File: config.mk
export PLATFORM = sky130hd
export DESIGN_NAME = dma_desc_splitter_flat
export DESIGN_NICKNAME = d
export VERILOG_FILES = /design/src/rtl/dma_desc_pkg.sv /design/src/rtl/dma_desc_splitter_if.sv /design/src/rtl/dma_chunk_calc.sv /design/src/rtl/dma_desc_splitter.sv /design/src/flat_wrapper.sv
export SDC_FILE = /design/constraint.sdc
export NUM_CORES = 1
export LEC_CHECK = 0
export CORE_UTILIZATION = 25
export CTS_BUF_LIST = sky130_fd_sc_hd__clkbuf_16
export DETAILED_ROUTE_END_ITERATION = 10
export DONT_BUFFER_PORTS = 1
export PLACE_DENSITY = 0.39
export SETUP_SLACK_MARGIN = 0.4
export SYNTH_ARGS = -nofsm -noshare
export SYNTH_HDL_FRONTEND = slang
export SYNTH_SLANG_ARGS = --single-unit
export TNS_END_PERCENT = 5
File: constraint.sdc
create_clock -name clockCore -period 7.06 [get_ports clockCore]
set_input_delay 1.412 -clock clockCore [delete_from_list [all_inputs] [get_ports clockCore]]
set_output_delay 1.412 -clock clockCore [all_outputs]
set_load 0.005 [all_outputs]
File: src/rtl/dma_desc_pkg.sv
// -----------------------------------------------------------------------------
// dma_desc_pkg
// Shared definitions for the DMA descriptor path: descriptor layout, field
// positions, request length width and the splitter state encoding.
// Used by dma_desc_splitter, dma_desc_splitter_if and dma_chunk_calc.
// -----------------------------------------------------------------------------
package dma_desc_pkg;

   localparam int unsigned DESC_W       = 56;
   localparam int unsigned ADDR_W       = 40;
   localparam int unsigned LEN_W        = 16;
   localparam int unsigned REQ_LEN_DW_W = 11;

   // Descriptor field positions: {addr[39:0], len[15:0]}
   localparam int unsigned LEN_LSB  = 0;
   localparam int unsigned LEN_MSB  = LEN_LSB + LEN_W - 1;
   localparam int unsigned ADDR_LSB = 16;
   localparam int unsigned ADDR_MSB = ADDR_LSB + ADDR_W - 1;

   typedef enum logic {
      IDLE  = 1'b0,
      ISSUE = 1'b1
   } state_t;

   // A descriptor is unusable when it carries no data or is not DWORD aligned
   // in either address or length.
   function automatic logic desc_bad(input logic [ADDR_W-1:0] addr,
                                     input logic [LEN_W-1:0]  len);
      return (len == '0) || (addr[1:0] != 2'b00) || (len[1:0] != 2'b00);
   endfunction

endpackage

File: src/rtl/dma_desc_splitter_if.sv
// -----------------------------------------------------------------------------
// dma_desc_splitter_if
// Bundles the descriptor FIFO read side and the request valid/ready channel.
//   fifoEmpty  FIFO empty flag
//   fifoData   FIFO head entry {addr, len}
//   fifoPop    pop strobe to FIFO
//   reqValid   request valid
//   reqReady   request accepted when reqValid & reqReady
//   reqAddr    request byte address
//   reqLenDw   request length in DWORDs
//   reqLast    final request of the current descriptor
// Modports: master = splitter side, slave = FIFO / request builder side.
// -----------------------------------------------------------------------------
interface dma_desc_splitter_if;
   import dma_desc_pkg::*;

   logic                    fifoEmpty;
   logic [DESC_W-1:0]       fifoData;
   logic                    fifoPop;
   logic                    reqValid;
   logic                    reqReady;
   logic [ADDR_W-1:0]       reqAddr;
   logic [REQ_LEN_DW_W-1:0] reqLenDw;
   logic                    reqLast;

   modport master (
      input  fifoEmpty, fifoData, reqReady,
      output fifoPop, reqValid, reqAddr, reqLenDw, reqLast
   );

   modport slave (
      output fifoEmpty, fifoData, reqReady,
      input  fifoPop, reqValid, reqAddr, reqLenDw, reqLast
   );

endinterface

File: src/rtl/dma_chunk_calc.sv
// -----------------------------------------------------------------------------
// dma_chunk_calc
// Purely combinational: size of the next request so it never crosses a
// MAX_REQ_BYTES-aligned boundary.
//   curAddr     current byte address
//   remBytes    bytes remaining in the descriptor
//   chunkBytes  bytes in the next request
//   isLast      next request finishes the descriptor
// -----------------------------------------------------------------------------
module dma_chunk_calc
   import dma_desc_pkg::*;
#(
   parameter int unsigned MAX_REQ_BYTES = 512
) (
   input  logic [ADDR_W-1:0] curAddr,
   input  logic [LEN_W-1:0]  remBytes,
   output logic [LEN_W-1:0]  chunkBytes,
   output logic              isLast
);

   logic [ADDR_W-1:0] room;

   always_comb begin
      // Bytes left before the next aligned boundary; always 1..MAX_REQ_BYTES,
      // so it fits in LEN_W bits.
      room = ADDR_W'(MAX_REQ_BYTES) - (curAddr & ADDR_W'(MAX_REQ_BYTES - 1));
      if (ADDR_W'(remBytes) <= room) begin
         chunkBytes = remBytes;
         isLast     = 1'b1;
      end else begin
         chunkBytes = LEN_W'(room);
         isLast     = 1'b0;
      end
   end

endmodule

File: src/rtl/dma_desc_splitter.sv
// -----------------------------------------------------------------------------
// dma_desc_splitter
// Pops descriptors from the descriptor FIFO and splits each one into read
// requests that never cross a MAX_REQ_BYTES-aligned (hence 4 KB) boundary.
//   clockCore    core clock
//   resetCore    asynchronous active-high reset
//   enable       permits new descriptor pops
//   bus          FIFO read side + request channel (master modport)
//   busy         descriptor in flight
//   errDesc      one-cycle pulse when a descriptor is dropped
//   statDescCnt  accepted descriptor count (DMA_DESC_SPLITTER_STATS_EN only)
//   statReqCnt   request handshake count   (DMA_DESC_SPLITTER_STATS_EN only)
// Optional feature macro: DMA_DESC_SPLITTER_STATS_EN.
// -----------------------------------------------------------------------------
module dma_desc_splitter
   import dma_desc_pkg::*;
#(
   parameter int unsigned MAX_REQ_BYTES = 512
) (
   input  logic                 clockCore,
   input  logic                 resetCore,
   input  logic                 enable,
   dma_desc_splitter_if.master  bus,
   output logic                 busy,
   output logic                 errDesc
`ifdef DMA_DESC_SPLITTER_STATS_EN
   ,
   output logic [15:0]          statDescCnt,
   output logic [15:0]          statReqCnt
`endif
);

   state_t                  state_q;
   logic [ADDR_W-1:0]       reqAddr_q;
   logic [LEN_W-1:0]        remBytes_q;
   logic [REQ_LEN_DW_W-1:0] reqLenDw_q;
   logic                    reqValid_q;
   logic                    reqLast_q;
   logic                    errDesc_q;
`ifdef DMA_DESC_SPLITTER_STATS_EN
   logic [15:0]             statDescCnt_q;
   logic [15:0]             statReqCnt_q;
`endif

   logic              pop;
   logic              accept;
   logic [ADDR_W-1:0] descAddr;
   logic [LEN_W-1:0]  descLen;
   logic [LEN_W-1:0]  curChunk;
   logic [ADDR_W-1:0] addr_d;
   logic [LEN_W-1:0]  remBytes_d;
   logic [ADDR_W-1:0] calcAddr;
   logic [LEN_W-1:0]  calcRem;
   logic [LEN_W-1:0]  calcChunk;
   logic              calcLast;

   assign pop    = ~resetCore & (state_q == IDLE) & enable & ~bus.fifoEmpty;
   assign accept = reqValid_q & bus.reqReady;

   // reqAddr_q doubles as the running address; the size of the request on
   // offer is recovered from reqLenDw_q, so no separate chunk register exists.
   // One chunk calculator serves both the descriptor load and the advance.
   always_comb begin
      descAddr   = bus.fifoData[ADDR_MSB:ADDR_LSB];
      descLen    = bus.fifoData[LEN_MSB:LEN_LSB];
      curChunk   = LEN_W'({reqLenDw_q, 2'b00});
      addr_d     = reqAddr_q + ADDR_W'(curChunk);
      remBytes_d = remBytes_q - curChunk;
      if (state_q == IDLE) begin
         calcAddr = descAddr;
         calcRem  = descLen;
      end else begin
         calcAddr = addr_d;
         calcRem  = remBytes_d;
      end
   end

   dma_chunk_calc #(
      .MAX_REQ_BYTES (MAX_REQ_BYTES)
   ) u_chunk_calc (
      .curAddr    (calcAddr),
      .remBytes   (calcRem),
      .chunkBytes (calcChunk),
      .isLast     (calcLast)
   );

   always_ff @(posedge clockCore or posedge resetCore) begin
      if (resetCore) begin
         state_q       <= IDLE;
         reqAddr_q     <= '0;
         remBytes_q    <= '0;
         reqLenDw_q    <= '0;
         reqValid_q    <= 1'b0;
         reqLast_q     <= 1'b0;
         errDesc_q     <= 1'b0;
`ifdef DMA_DESC_SPLITTER_STATS_EN
         statDescCnt_q <= '0;
         statReqCnt_q  <= '0;
`endif
      end else begin
         errDesc_q <= 1'b0;
         case (state_q)
            IDLE: begin
               if (pop) begin
                  if (desc_bad(descAddr, descLen)) begin
                     errDesc_q <= 1'b1;
                  end else begin
                     reqAddr_q  <= descAddr;
                     remBytes_q <= descLen;
                     reqLenDw_q <= REQ_LEN_DW_W'(calcChunk >> 2);
                     reqLast_q  <= calcLast;
                     reqValid_q <= 1'b1;
                     state_q    <= ISSUE;
`ifdef DMA_DESC_SPLITTER_STATS_EN
                     statDescCnt_q <= statDescCnt_q + 16'd1;
`endif
                  end
               end
            end
            ISSUE: begin
               if (accept) begin
`ifdef DMA_DESC_SPLITTER_STATS_EN
                  statReqCnt_q <= statReqCnt_q + 16'd1;
`endif
                  if (reqLast_q) begin
                     reqValid_q <= 1'b0;
                     state_q    <= IDLE;
                  end else begin
                     reqAddr_q  <= addr_d;
                     remBytes_q <= remBytes_d;
                     reqLenDw_q <= REQ_LEN_DW_W'(calcChunk >> 2);
                     reqLast_q  <= calcLast;
                  end
               end
            end
            default: begin
               state_q    <= IDLE;
               reqValid_q <= 1'b0;
            end
         endcase
      end
   end

   assign bus.fifoPop  = pop;
   assign bus.reqValid = reqValid_q;
   assign bus.reqAddr  = reqAddr_q;
   assign bus.reqLenDw = reqLenDw_q;
   assign bus.reqLast  = reqLast_q;
   assign busy         = (state_q != IDLE);
   assign errDesc      = errDesc_q;
`ifdef DMA_DESC_SPLITTER_STATS_EN
   assign statDescCnt  = statDescCnt_q;
   assign statReqCnt   = statReqCnt_q;
`endif

endmodule

File: src/flat_wrapper.sv
// flat-port wrapper written by rule: the top's interface ports become plain ports
module dma_desc_splitter_flat import dma_desc_pkg::*;
#(
   parameter int unsigned MAX_REQ_BYTES = 512
)
  (clockCore, resetCore, enable, busy, errDesc, bus_fifoEmpty, bus_fifoData, bus_reqReady, bus_fifoPop, bus_reqValid, bus_reqAddr, bus_reqLenDw, bus_reqLast);
  dma_desc_splitter_if bus_i ();
  input  logic clockCore;
  input  logic resetCore;
  input  logic enable;
  output logic busy;
  output logic errDesc;
  input wire logic [$bits(bus_i.fifoEmpty)-1:0] bus_fifoEmpty;
  input wire logic [$bits(bus_i.fifoData)-1:0] bus_fifoData;
  input wire logic [$bits(bus_i.reqReady)-1:0] bus_reqReady;
  output wire logic [$bits(bus_i.fifoPop)-1:0] bus_fifoPop;
  output wire logic [$bits(bus_i.reqValid)-1:0] bus_reqValid;
  output wire logic [$bits(bus_i.reqAddr)-1:0] bus_reqAddr;
  output wire logic [$bits(bus_i.reqLenDw)-1:0] bus_reqLenDw;
  output wire logic [$bits(bus_i.reqLast)-1:0] bus_reqLast;
  assign bus_i.fifoEmpty = bus_fifoEmpty;
  assign bus_i.fifoData = bus_fifoData;
  assign bus_i.reqReady = bus_reqReady;
  assign bus_fifoPop = bus_i.fifoPop;
  assign bus_reqValid = bus_i.reqValid;
  assign bus_reqAddr = bus_i.reqAddr;
  assign bus_reqLenDw = bus_i.reqLenDw;
  assign bus_reqLast = bus_i.reqLast;
  dma_desc_splitter #(.MAX_REQ_BYTES(MAX_REQ_BYTES)) u_core (.clockCore(clockCore), .resetCore(resetCore), .enable(enable), .bus(bus_i), .busy(busy), .errDesc(errDesc));
endmodule
==> reports/results.ini <==
[pwr]
p_seq_share_pct=31.2
powerDensity_nw_per_um2=463
p_leak_nw=2.44
pwr-share-clk_pct=19.9
sw_frac_of_total_pct=45.4
ir_drop_mv=0.123
combPwrFrac_pct=48.9
power.internal_w=0.00149
power_switching_w=0.00124

[sta]
max_freq_mhz=187
final-hold-violation-count=0
finalCritPeriodShare_pct=75.7
finalSetupViolCount=0
finalClockSkew_ns=0.00845
tightest_slew_ns=1.15
layout_min_cycle_time_ns=5.34
fin_setup_tns_ns=0
holdWs_ns=0.479
slew_headroom_pct=22.8
final-max-slew-violation-count=0
rsz0062_at_grt=false

[detailed_routing]
wirelength_um=17200
drtAntennaViolNets=0
wl_per_cell_um=19.4
drtPass1Iterations=7
drc=0
vias=4691
viasPerCell=5.28
drt-initial-drc-count=245

[worst_setup_path]
start_kind=register
crit_required_ns=7.30
critical_path_class=reg2reg
path_max_fanout=13
critPathArrivalTime_ns=5.58
worstSetupEndpointType=register
rr_worst_depth=18

[logic_synthesis]
synth_top_area_share_pct=33.5
synth_edf_count=0
synthTopCellsByArea=dfrtp_1 (34%), ha_1 (7.8%), nand2_1 (5.7%)
ys_ff_latch=71
synthesis.nets=724
synth-main-ff-cell=dfrtp_1
yosysWarningCount=0
netlist_area_um2=5300
ys_seq_area_share_pct=33.5
syn-instance-count=628
synth.avg_cell_area_um2=8.44
synth_top_area_cell=dfrtp_1
yosys.cell_types.count=73
synthArstFlopShare_pct=100

[placement]
post-dp-hpwl_um=12800
io_buffers=0
gp_congestion=0.833

[clocking]
post_cts_buffers=0
clk_pin_slew_worst_paths_ns=0.07
cts_resized=0
cts_sinks=71
h-tree-depth=3
root_buffer=clkbuf_16
clock_path_buffers=2
cts_tree=built
holdBufCountCts=0
numCtsBuffers=9
insertion_delay_ns=0.35

[run_status]
outcome=completed

[global_routing]
grt_usage_pct=16.5
antenna_found_initial=1
grt_max_degree=72
globalRoute.totalOverflow=0
grt_pass1_wl_um=27600
first_global_vias=4754

[layout]
multi_input_area_um2=3290
utilization_pct=28.7
area_delta_synth_final_pct=11.1
seqCellArea_um2=1780
diodes=0
final_nets=709
final_common_cell=nand2_1
fill_cells=2214
mostFrequentLayoutCells=nand2_1 (81), dfrtp_1 (70), a21oi_1 (47), nor2_1 (39)
final_layout_size_suffix_gt1_share_pct=6.80

[min_path]
hold_path.class=reg2reg
hold_depth=2

[die]
initial_core_util_pct=25.9
boundaryPins=117
core-area_um2=20500
rows=52
die_height_um=148
die_area_um2=21800
die_w_um=148

[flow_run]
cap_violations=0

cells by family (layout without fill, tap and decap cells):
family,count (synthesis),count (layout),synth area share [%]
xor+xnor,18,18,2.97
flops,71,71,33.5
mux,24,24,4.65
buf+inv,59,49,4.67
fa+ha+maj,35,35,8.54
compound gates,200,200,25.5
simple gates,221,221,20.2
registers in the layout (all words and copies together), names as in the netlist:
name and cells:
u_core.errDesc 1, u_core.bus.reqAddr 40, u_core.bus.reqValid 1, u_core.remBytes_q 16, u_core.busy 1, u_core.bus.reqLast 1, u_core.bus.reqLenDw 11
through the flow:
step	std cells	setup WS, ns	area (um^2)	total power, W
global placement	872	1.61	5550	0.00219
finish	888	1.72	5890	0.00273
detailed placement	872	1.50	5550	0.00220
CTS	888	1.69	5890	0.00276
global route	888	1.18	5890	0.00298
floorplan	628	2.34	5300	0.00183
critical path: stages (launching register included):
cell,delay [ns]
dfrtp_1,0.45
ha_1,0.22
inv_1,0.06
fa_1,0.40
nor2b_1,0.13
o21a_1,0.16
o21ai_1,0.15
a31oi_2,0.31
or3b_2,0.50
nand3b_1,0.20
ha_1,0.35
a211oi_1,0.27
o211ai_1,0.14
o221ai_1,0.09
a21oi_1,0.07
a211o_1,0.30
nor4_2,0.97
a21oi_1,0.15
o31a_1,0.32
cell usage after synthesis (3+ instances only):
master / count
xor2_1: 5
or4_1: 3
and3_1: 15
o31ai_1: 5
o2111ai_1: 3
a21o_1: 8
a31oi_1: 8
a2bb2oi_1: 7
o21ai_0: 33
a211oi_1: 11
buf_2: 14
nor4_1: 10
o211ai_1: 3
inv_1: 28
nor3_1: 9
clkbuf_1: 11
mux2_2: 5
o21a_1: 6
buf_1: 4
mux2i_1: 19
dfrtp_1: 71
o22ai_1: 23
a21boi_0: 4
nor2_1: 39
o21ai_1: 3
xnor2_1: 13
ha_1: 33
nor2b_1: 8
and2_1: 4
o221ai_1: 4
a21oi_1: 47
nand3_1: 30
nand4_1: 5
nand3b_1: 3
or3_1: 3
a311oi_1: 4
nand2_1: 81
power groups by stage:
stage	combinational [W]	clock (W)	sequential [W]
final	0.00133	0.000541	0.000850
after CTS	0.00134	0.000556	0.000861
after floorplan	0.00108	0	0.000747
after global placement	0.00132	0	0.000865
after detailed placement	0.00133	0	0.000869
after global routing	0.00151	0.000570	0.000893
layout make-up:
type | instances | share of cell area, %
Clock inverter | 7 | 1.89
Clock buffer | 9 | 3.82
Sequential cell | 71 | 30.2
Tap cell | 270 | 5.73
Timing Repair Buffer | 5 | 0.637
Inverter | 28 | 1.78
Multi-Input combinational cell | 498 | 55.9
worst paths after layout:
check / startpoint / end / slack (ns)
min in group asynchronous: resetCore / u_core.bus.reqAddr[2] / 1.24
setup / recovery: u_core.bus.reqLenDw[0] / u_core.bus.reqLenDw[0] / 1.72
hold / removal: u_core.remBytes_q[11] / u_core.remBytes_q[11] / 0.48
hold reg to reg: u_core.remBytes_q[11] / u_core.remBytes_q[11] / 0.48
max in group asynchronous: resetCore / u_core.busy / 5.10
setup reg to reg: u_core.bus.reqLenDw[0] / u_core.bus.reqLenDw[0] / 1.72
metal layers:
layer / part of all wire (%) / wire [um] / track usage, % / vias to the layer above
li1: - / - / - / 2309
met1: 44 / 7570 / 20.3 / 2267
met2: 49 / 8430 / 28.1 / 98
met3: 5.9 / 1030 / 5.31 / 15
met4: 1.1 / 184 / 3.81 / 2
met5: 0.099 / 17 / 0 / -
(Power assumes the default switching activity.)
